$ cat src/rtl/change_dispenser.sv
// Change dispenser: latches vend / coin-return requests, services them in
// priority order through a VEND / EJECT / SENSE sequencer, and keeps a
// per-tube coin count that is refilled by pulses and decremented when the
// chute sensor confirms an ejected coin.
module change_dispenser #(
    parameter int PULSE_CYCLES = 4,
    parameter int MOTOR_CYCLES = 8,
    parameter int TIMEOUT      = 16,
    parameter int STOCK_INIT   = 10
) (
    input  logic       clk,
    input  logic       reset,
    input  logic       dispense,
    input  logic       return_one_rupee,
    input  logic       return_two_rupee,
    input  logic       refill_one,
    input  logic       refill_two,
    input  logic       coin_sensed,
    output logic       product_motor,
    output logic       eject_one,
    output logic       eject_two,
    output logic [3:0] stock_one,
    output logic [3:0] stock_two,
    output logic       busy,
    output logic       fault,
    output logic       overrun
);

    localparam int MAX_PM = (PULSE_CYCLES > MOTOR_CYCLES) ? PULSE_CYCLES : MOTOR_CYCLES;
    localparam int MAXC   = (TIMEOUT > MAX_PM) ? TIMEOUT : MAX_PM;
    localparam int CW     = (MAXC > 1) ? $clog2(MAXC) : 1;

    typedef enum logic [1:0] {IDLE, VEND, EJECT, SENSE} state_t;

    state_t        state;
    logic [CW-1:0] cnt;
    logic          cur_two;   // tube of the coin currently in flight
    logic          extra;     // a second ₹1 coin is still planned
    logic          pend_prod;
    logic          pend_two;
    logic          pend_one;
    logic          start_prod;
    logic          start_two;
    logic          start_one;
    logic          dec_one;
    logic          dec_two;

    // Service-start strobes and sensor-confirmed decrements
    always_comb begin
        start_prod = (state == IDLE) && pend_prod;
        start_two  = (state == IDLE) && !pend_prod && pend_two;
        start_one  = (state == IDLE) && !pend_prod && !pend_two && pend_one;
        dec_one    = (state == SENSE) && coin_sensed && !cur_two;
        dec_two    = (state == SENSE) && coin_sensed && cur_two;
    end

    assign busy = (state != IDLE) || pend_prod || pend_two || pend_one;

    // Request latching; a request hitting an already-set flag is dropped
    always_ff @(posedge clk) begin
        if (!reset) begin
            pend_prod <= 1'b0;
            pend_two  <= 1'b0;
            pend_one  <= 1'b0;
            overrun   <= 1'b0;
        end else begin
            pend_prod <= (pend_prod && !start_prod) || (dispense && !pend_prod);
            pend_two  <= (pend_two && !start_two) || (return_two_rupee && !pend_two);
            pend_one  <= (pend_one && !start_one) || (return_one_rupee && !pend_one);
            if ((dispense && pend_prod) || (return_two_rupee && pend_two) ||
                (return_one_rupee && pend_one))
                overrun <= 1'b1;
        end
    end

    // Tube counts: saturating refill, sensed decrement, coincident pair cancels
    always_ff @(posedge clk) begin
        if (!reset) begin
            stock_one <= 4'(STOCK_INIT);
            stock_two <= 4'(STOCK_INIT);
        end else begin
            if (refill_one && !dec_one) begin
                if (stock_one != 4'hF) stock_one <= stock_one + 4'd1;
            end else if (dec_one && !refill_one && stock_one != 4'd0) begin
                stock_one <= stock_one - 4'd1;
            end
            if (refill_two && !dec_two) begin
                if (stock_two != 4'hF) stock_two <= stock_two + 4'd1;
            end else if (dec_two && !refill_two && stock_two != 4'd0) begin
                stock_two <= stock_two - 4'd1;
            end
        end
    end

    // Sequencer with registered motor / solenoid drives and sticky fault
    always_ff @(posedge clk) begin
        if (!reset) begin
            state         <= IDLE;
            cnt           <= '0;
            cur_two       <= 1'b0;
            extra         <= 1'b0;
            product_motor <= 1'b0;
            eject_one     <= 1'b0;
            eject_two     <= 1'b0;
            fault         <= 1'b0;
        end else begin
            case (state)
                IDLE: begin
                    if (pend_prod) begin
                        state         <= VEND;
                        product_motor <= 1'b1;
                        cnt           <= CW'(MOTOR_CYCLES - 1);
                    end else if (pend_two) begin
                        if (stock_two != 4'd0) begin
                            state     <= EJECT;
                            eject_two <= 1'b1;
                            cur_two   <= 1'b1;
                            extra     <= 1'b0;
                            cnt       <= CW'(PULSE_CYCLES - 1);
                        end else if (stock_one >= 4'd2) begin
                            state     <= EJECT;
                            eject_one <= 1'b1;
                            cur_two   <= 1'b0;
                            extra     <= 1'b1;
                            cnt       <= CW'(PULSE_CYCLES - 1);
                        end else begin
                            fault <= 1'b1;
                        end
                    end else if (pend_one) begin
                        if (stock_one != 4'd0) begin
                            state     <= EJECT;
                            eject_one <= 1'b1;
                            cur_two   <= 1'b0;
                            extra     <= 1'b0;
                            cnt       <= CW'(PULSE_CYCLES - 1);
                        end else begin
                            fault <= 1'b1;
                        end
                    end
                end
                VEND: begin
                    if (cnt == '0) begin
                        state         <= IDLE;
                        product_motor <= 1'b0;
                    end else begin
                        cnt <= cnt - CW'(1);
                    end
                end
                EJECT: begin
                    if (cnt == '0) begin
                        state     <= SENSE;
                        eject_one <= 1'b0;
                        eject_two <= 1'b0;
                        cnt       <= CW'(TIMEOUT - 1);
                    end else begin
                        cnt <= cnt - CW'(1);
                    end
                end
                SENSE: begin
                    if (coin_sensed) begin
                        if (extra) begin
                            state <= EJECT;
                            extra <= 1'b0;
                            cnt   <= CW'(PULSE_CYCLES - 1);
                            if (cur_two) eject_two <= 1'b1;
                            else         eject_one <= 1'b1;
                        end else begin
                            state <= IDLE;
                        end
                    end else if (cnt == '0) begin
                        fault <= 1'b1;
                        extra <= 1'b0;
                        state <= IDLE;
                    end else begin
                        cnt <= cnt - CW'(1);
                    end
                end
                default: state <= IDLE;
            endcase
        end
    end

endmodule

$ cat config.mk
export PLATFORM = sky130hd
export DESIGN_NAME = change_dispenser
export DESIGN_NICKNAME = d
export VERILOG_FILES = /design/src/rtl/change_dispenser.sv
export SDC_FILE = /design/constraint.sdc
export NUM_CORES = 1
export LEC_CHECK = 0
export BUFFER_PORTS_ARGS = -buffer_cell sky130_fd_sc_hd__buf_2
export CAP_MARGIN = 20
export CELL_PAD_IN_SITES_DETAIL_PLACEMENT = 0
export CELL_PAD_IN_SITES_GLOBAL_PLACEMENT = 1
export CORE_AREA = 2 2 77 79
export DETAILED_ROUTE_END_ITERATION = 10
export DIE_AREA = 0 0 79 81
export PLACE_DENSITY = 0.55
export SYNTH_ARGS = -nofsm -noshare
export SYNTH_HDL_FRONTEND = slang
export SYNTH_SLANG_ARGS = --single-unit
$ cat constraint.sdc
create_clock -name clk -period 3.5 [get_ports clk]
set_clock_uncertainty 0.2 [all_clocks]
set_input_delay 0.35 -clock clk [delete_from_list [all_inputs] [get_ports clk]]
set_output_delay 0.35 -clock clk [all_outputs]
set_load 0.01 [all_outputs]
After elaboration in Yosys (flattened, before gate mapping)
Cells that the tools add are included.
- add/sub/neg operators: 5
- $lt $le $gt $ge: 1
- equal/unequal tests: 32
- multiplexer cells: 67
- bitwise gates (word level): 1
- reduce and logical (&&, ||, !) cells: 64
- operators with widths (cell ; number):
    4-bit two-way mux ; 16
    1-bit two-way mux ; 34
    1-bit logical AND ; 23
    2-bit two-way mux ; 10
    2-bit != test, second input constant ; 10
    4-bit one-hot mux with 4 select lines ; 1
    8-bit AND reduction ; 2
    3-bit != test, second input constant ; 5
    2-bit nonzero test ; 7
    4-bit != test, second input constant ; 3
    4-bit by 1-bit subtractor with 4-bit output, second input constant ; 3
    1-bit logical NOT ; 11
    10-bit AND reduction ; 1
    3-bit by 2-bit != test with 1-bit output, second input constant ; 3
    4-bit by 1-bit adder with 4-bit output, second input constant ; 2
    1-bit logical OR ; 8
    2-bit by 1-bit != test with 1-bit output, second input constant ; 4
    2-bit one-hot mux with 4 select lines ; 1
    4-bit AND reduction ; 2
    4-bit nonzero test ; 2
    1-bit one-hot mux with 2 select lines ; 3
    1-bit one-hot mux with 3 select lines ; 2
    6-bit AND reduction ; 1
    5-bit by 3-bit != test with 1-bit output, second input constant ; 1
    other kinds (13) ; 15
- register bits after elaboration: 24
- input bits: 8
- output and inout port bits: 14
- logic and storage cells: 184

Logic depth before layout (Yosys ltp)
Gate-level depths: netlist of run 1.
- depth in word-level cells: 7
- gate-level depth with buffers: 9
- mapped depth without buffers: 9

Worst setup path before layout of run 1
No wires, ideal clock.
- path kind: register -> register
- start: register state[0]
- end: register stock_one[3]
- setup time: 0.132 ns
- data arrival time: 1.914 ns
- data required time: 3.168 ns
- slack: 1.253 ns
- cell stages (with the launch flop): 10
- buffers on the path: 0
- clock period less this slack: 2.247 ns
- path through: dfxtp_1 ha_1 nand2_1 o21ai_1 ha_1 a21o_1 a21oi_1 xnor2_1 and3_1 o21ai_1
- longest elaborated chain between the ends: 7
- elaborated cells between the ends (all ways): 11
- classes of those cells: eq/ne: 2; mux: 1; reduce/logical: 8
- ends and longest elaborated chain (what ; RTL line ; RTL):
    start: declaration ; 35 ; state_t state;
    start signal: assignment ; 98 ; state <= IDLE;
    start signal: assignment ; 110 ; state <= VEND;
    start signal: assignment ; 115 ; state <= EJECT;
    2-bit == test * ; 53 ; dec_one = (state == SENSE) && coin_sensed && !cur_two;
    1-bit logical AND * (2 in series) ; 53 ;
    1-bit logical NOT or 1-bit logical AND (tied branches) ; 82, 84 ;
    1-bit logical AND (on tied branches) ; 82, 84 ;
    2-bit by 1-bit != test with 1-bit output (no line) or 2-bit nonzero test (tied branches) ; -- ;
    2-bit AND reduction (no line) ; -- ;
    end signal: assignment ; 79 ; stock_one <= 4'(STOCK_INIT);
    end signal: assignment ; 83 ; if (stock_one != 4'hF) stock_one <= stock_one + 4'd1;
    end signal: assignment ; 85 ; stock_one <= stock_one - 4'd1;
    end: declaration ; 22 ; output logic [3:0] stock_one,
Mark *: on every way between the ends. The rest lies on a longest branch, timed or not.
A chain may end at the register's enable or synchronous reset.

Final worst setup path of run 1
Same ends and word-level chain as after synthesis.

==> out/results.ini, run 1 <==
[status]
status = completed

[setup_path]
cp-endpoint = stock_one[3]
worstPathArrival_ns = 2.71
r2r_setup_slack_ns = 0.75
crit_start = state[0]
crit_required_ns = 3.46
startpoint_type = register
timing.rr.start = state[0]
reg2reg_depth = 9
r2r-end = stock_one[3]
path_max_fanout = 13
path_class = reg -> reg
end_kind = register

[sta]
setup_tns_ns = 0
fin_crit_sh_pct = 78.50
slew_headroom_pct = 61.50
tightest_slew_ns = 0.5769
fmax_mhz = 364.0
finalCriticalPeriod_ns = 2.748
grt_setup_unrepaired = false
finalMaxSlewViolations = 0
setup_ws_ns = 0.7525
hold_viol = 0
setup_violations = 0

[grt]
grt_overflow = 0
grt_pass1_wl_um = 6796
track_usage_pct = 13.24
antenna_found_initial = 0
grt_max_degree = 17
grt_pass1_vias = 1451

[clocking]
numCtsBuffers = 3
cts.clk_slew.worst_paths_ns = 0.10
clk_latency_ns = 0.27
cts.htree.levels = 1
cts_resized = 0
clockBufferDepth = 2
cts_root_buf = clkbuf_8
cts_tree = built
ctsHoldBuffers = 0
cts_setup_buffers = 0
cts_num_sinks = 24

[synth]
yosysSeqAreaShare_pct = 29.88
synth_top_family_by_area = compound AO/OA/AOI/OAI gates
yosys-top-cells-area = dfxtp_1, ha_1, a21oi_1
synthTopCellsByCount = dfxtp_1, a21oi_1, inv_1, nand2_1, nor2_1
synth_top_area_share_pct = 29.88
async_flop_share_pct = 0
syn_area_per_cell_sq_um = 8.418
ys_types = 50
synth_adder_area_share_pct = 11.05
synth_nets = 212
synth-simple-area-share_pct = 18.91
synth_area_sq_mm = 0.001608
synth_compound_area_share_pct = 28.87
synthMuxAreaShare_pct = 2.490
synthMostInstantiatedCell = dfxtp_1
synth_xor_area_share_pct = 3.268
syn_inst = 191
synth-seq-cells = 24
synth_warnings = 0
yosys.area.top_type = dfxtp_1
synth_edf_count = 0
synth_flop_cell = dfxtp_1

[layout]
nNetsFinal = 227
syn2layout_area_growth_pct = 14.09
stdcell_count = 280
drive_above_1_share_pct = 15.61
design_area_sq_mm = 0.001834
antenna_cells = 0

[floorplanning]
start_util_pct = 28.33
io_pins = 22
die_y_um = 81
rows = 28
die_w_um = 79
core_sq_mm = 0.005675
die-area_sq_mm = 0.006399

[placement]
dpl.cell_count = 276
numPortBuffers = 21
place_ws_ns = 0.7625
dpl.hpwl_um = 3034
post_dp_cell_area_sq_mm = 0.001763
routabilityCongestion = 0.7759

[routing]
post-route-drc-count = 0
drt_iter0_drc = 87
highest_layer = met4
route.met2.wl_um = 1988
dr_total_vias = 1502
antenna_left = 0
dr.pass1.iters = 4
m1WireLength_um = 1982
wl_um = 4095
wire_per_inst_um = 14.63
wl_met3_um = 93
vias_per_cell = 5.364

[pwr]
ir_drop_mv = 0.2670
power_mw = 1.304
power.density_mw_per_mm2 = 711.0
leakage_nw = 0.7424

[hold_path]
hp-class = in -> reg

[run]
max-cap-violations = 0

## report_power, final
part / total [mW] / internal (mW) / switching (mW) / leakage (nW)
logic: 0.627 / 0.260 / 0.367 / 0.508
registers: 0.429 / 0.341 / 0.0879 / 0.199
clock network: 0.248 / 0.153 / 0.0950 / 0.0357
total: 1.30 / 0.754 / 0.550 / 0.742
## state kept, by name (all words and copies together), names as in the netlist, 2 cells and up
| register | cells |
|---|---|
| stock_one | 4 |
| cnt | 4 |
| stock_two | 4 |
| state | 2 |
## per-layer routing
metal  GRT usage (%)  up-vias
met3           1.778        4
met5               0        -
met4           5.172        0
met1           17.17      740
met2           22.37       23
li1                -      735
## cells in the final DEF (no fill, tap or decap), types with 2 or more instances in the layout
cell type / synthesis / routed
a211oi_1: 4 / 4
a21o_1: 3 / 3
a21oi_1: 16 / 16
a31oi_1: 4 / 4
and3_1: 2 / 2
buf_2: 2 / 21
clkbuf_8: 0 / 3
dfxtp_1: 24 / 24
fa_1: 2 / 2
ha_1: 11 / 11
inv_1: 12 / 12
mux2i_1: 4 / 4
nand2_1: 12 / 12
nand2b_1: 3 / 3
nand3_1: 6 / 6
nand4_1: 4 / 4
nor2_1: 12 / 12
nor3_1: 3 / 3
o211a_1: 2 / 2
o211ai_1: 3 / 3
o21ai_0: 10 / 10
o21ai_1: 7 / 7
o31ai_1: 4 / 4
or4_1: 2 / 2
xnor2_1: 6 / 6
## cell families after synthesis
| group | count (synthesis) |
|---|---|
| mux | 4 |
| compound gates | 67 |
| simple gates | 54 |
| buf+inv | 23 |
| fa+ha+maj | 13 |
| xor+xnor | 6 |
| flops | 24 |
## through the flow
step / util, % / hold slack (ns)
after floorplan: - / 0.2696
after CTS: 32.32 / 0.1246
after global routing: 32.32 / 0.1633
after global placement: 31.06 / 0.2349
final: 32.32 / 0.1316
after detailed placement: 31.06 / 0.2427
## layout make-up
cell class | count | area [sq um]
clock buffer | 3 | 41.29
clock inverter | 1 | 30.03
fill | 617 | 3841
inverter | 12 | 45.04
multi-input combinational | 144 | 1039
sequential | 24 | 480.5
tap | 75 | 93.84
timing repair buffer | 21 | 105.1
## worst min path at each step
| stage | start | end | slack, ns | depth (start not counted) |
|---|---|---|---|---|
| floorplan | fault | fault | 0.27 | 2 |
| detailed placement | fault | fault | 0.24 | 2 |
| global route | return_one_rupee | pend_one | 0.16 | 3 |
| global placement | fault | fault | 0.23 | 2 |
| finish | dispense | pend_prod | 0.13 | 3 |
| CTS | dispense | pend_prod | 0.12 | 3 |
## worst max-delay path, cell delays in order (launching register included)
cell and delay, ns:
dfxtp_1 0.38, ha_1 0.43, nand2_1 0.22, o21ai_1 0.36, ha_1 0.31, a21o_1 0.17
a21oi_1 0.17, xnor2_1 0.16, and3_1 0.18, o21ai_1 0.05
Note: power is estimated with default switching activity, not from simulation.
==> run 2, diff against run 1 <==
clock period = 2.7 ns   (was 3.5 ns; I/O delays follow)
==> run 2 against run 1 <==
Sequential share of layout area is 0.40 points lower; register-to-register slack lost 0.41 ns; count of clock-buffer cells in the layout up 1.
==> out/results.ini, run 2 (synthesized netlist as in run 1, its figures left out) <==
[routing]
dr.pass1.iters = 4
wire_per_inst_um = 14.19
drt_iter0_drc = 39
post-route-drc-count = 0
wl_um = 4059
antenna_left = 0
dr_total_vias = 1470
vias_per_cell = 5.140

[setup_path]
crit_start = state[0]
timing.rr.start = state[0]
worstPathArrival_ns = 2.32
path_max_fanout = 7
startpoint_type = register
end_kind = register
cp-endpoint = stock_two[3]
path_class = reg -> reg
r2r_setup_slack_ns = 0.35
reg2reg_depth = 9
r2r-end = stock_two[3]
crit_required_ns = 2.66

[pwr]
power_mw = 1.635
leakage_nw = 0.7646
power.density_mw_per_mm2 = 877.9
ir_drop_mv = 0.2519

[floorplanning]
core_sq_mm = 0.005675
die_y_um = 81
die_w_um = 79
io_pins = 22
rows = 28
die-area_sq_mm = 0.006399
start_util_pct = 28.33

[clocking]
cts_resized = 0
cts.clk_slew.worst_paths_ns = 0.09
cts.htree.levels = 1
ctsHoldBuffers = 0
cts_tree = built
numCtsBuffers = 3
cts_num_sinks = 24
cts_root_buf = clkbuf_8
clk_latency_ns = 0.27
clockBufferDepth = 2
cts_setup_buffers = 0

[sta]
hold_viol = 0
tightest_slew_ns = 0.5374
setup_violations = 0
grt_setup_unrepaired = false
setup_tns_ns = 0
fin_crit_sh_pct = 87.22
finalMaxSlewViolations = 0
slew_headroom_pct = 64.14
finalCriticalPeriod_ns = 2.355
fmax_mhz = 424.6

[grt]
top_usage_layer = met2
grt_pass1_vias = 1439
grt_max_degree = 16
gr-usage-met1_pct = 17.92
gr-usage-met3_pct = 2.111
use_met2_pct = 22.88
antenna_found_initial = 0
track_usage_pct = 13.67
grt_pass1_wl_um = 6865
grt_overflow = 0

[placement]
dpl.hpwl_um = 3100
routabilityCongestion = 0.7710
dpl.cell_count = 282
numPortBuffers = 21

[layout]
stdcell_count = 286
layout_common_cells = dfxtp_1, buf_2, a21oi_1
reg_top3 = cnt: 4 flops, stock_one: 4 flops, stock_two: 4 flops
nNetsFinal = 233
drive_above_1_share_pct = 18.01
syn2layout_area_growth_pct = 15.88
layout_commonest_cell = dfxtp_1
n_fill_cell = 620
antenna_cells = 0

[run]
max-cap-violations = 0

[status]
status = completed

[hold_path]
hp-class = in -> reg

run 2: stage by stage:
| step | hold WS (ns) | setup slack (ns) | instance area [sq um] | util (%) |
|---|---|---|---|---|
| after floorplan | 0.2139 | 0.4533 | 1608 | - |
| after global placement | 0.2376 | 0.4195 | 1808 | 31.86 |
| after detailed placement | 0.2436 | 0.3473 | 1808 | 31.86 |
| after CTS | 0.04670 | 0.3389 | 1863 | 32.83 |
| after global routing | 0.07633 | 0.09705 | 1863 | 32.83 |
| final | 0.04958 | 0.3451 | 1863 | 32.83 |
run 2: how the worst min path moves through the flow:
stage	start	endpoint	slack (ns)	cells past startpoint
after floorplan	dispense	pend_prod	0.21	2
after global placement	fault	fault	0.24	2
after detailed placement	fault	fault	0.24	2
after CTS	dispense	pend_prod	0.05	3
after global routing	dispense	pend_prod	0.08	3
final	dispense	pend_prod	0.05	3
run 2: critical path: stages, from the launching register on:
cell	delay, ns
dfxtp_1	0.37
ha_1	0.29
nand3_1	0.18
nand2_1	0.20
ha_1	0.26
a21o_1	0.18
a21oi_1	0.17
xnor2_1	0.15
and3_2	0.19
o21ai_0	0.06
run 2: where the power goes:
group | switching [mW] | leakage, nW | internal, mW
combinational | 0.480 | 0.537 | 0.351
clock | 0.123 | 0.0288 | 0.131
sequential | 0.108 | 0.199 | 0.442
run 2: cell type report:
cell class	instances	area, sq um	share of cell area (%)
well taps	75	93.84	5.037
flip-flops and latches	24	480.5	25.79
clock buffers	4	55.05	2.955
inverters	12	45.04	2.418
repair buffers	27	150.1	8.059
multi-input cells	144	1039	55.74
run 2: layer usage:
| metal | routed length (um) | part of all wire [%] |
|---|---|---|
| met1 | 1967 | 48 |
| met2 | 1912 | 47 |
| met3 | 120 | 3.0 |
| met4 | 59 | 1.5 |
| met5 | 0 | 0 |
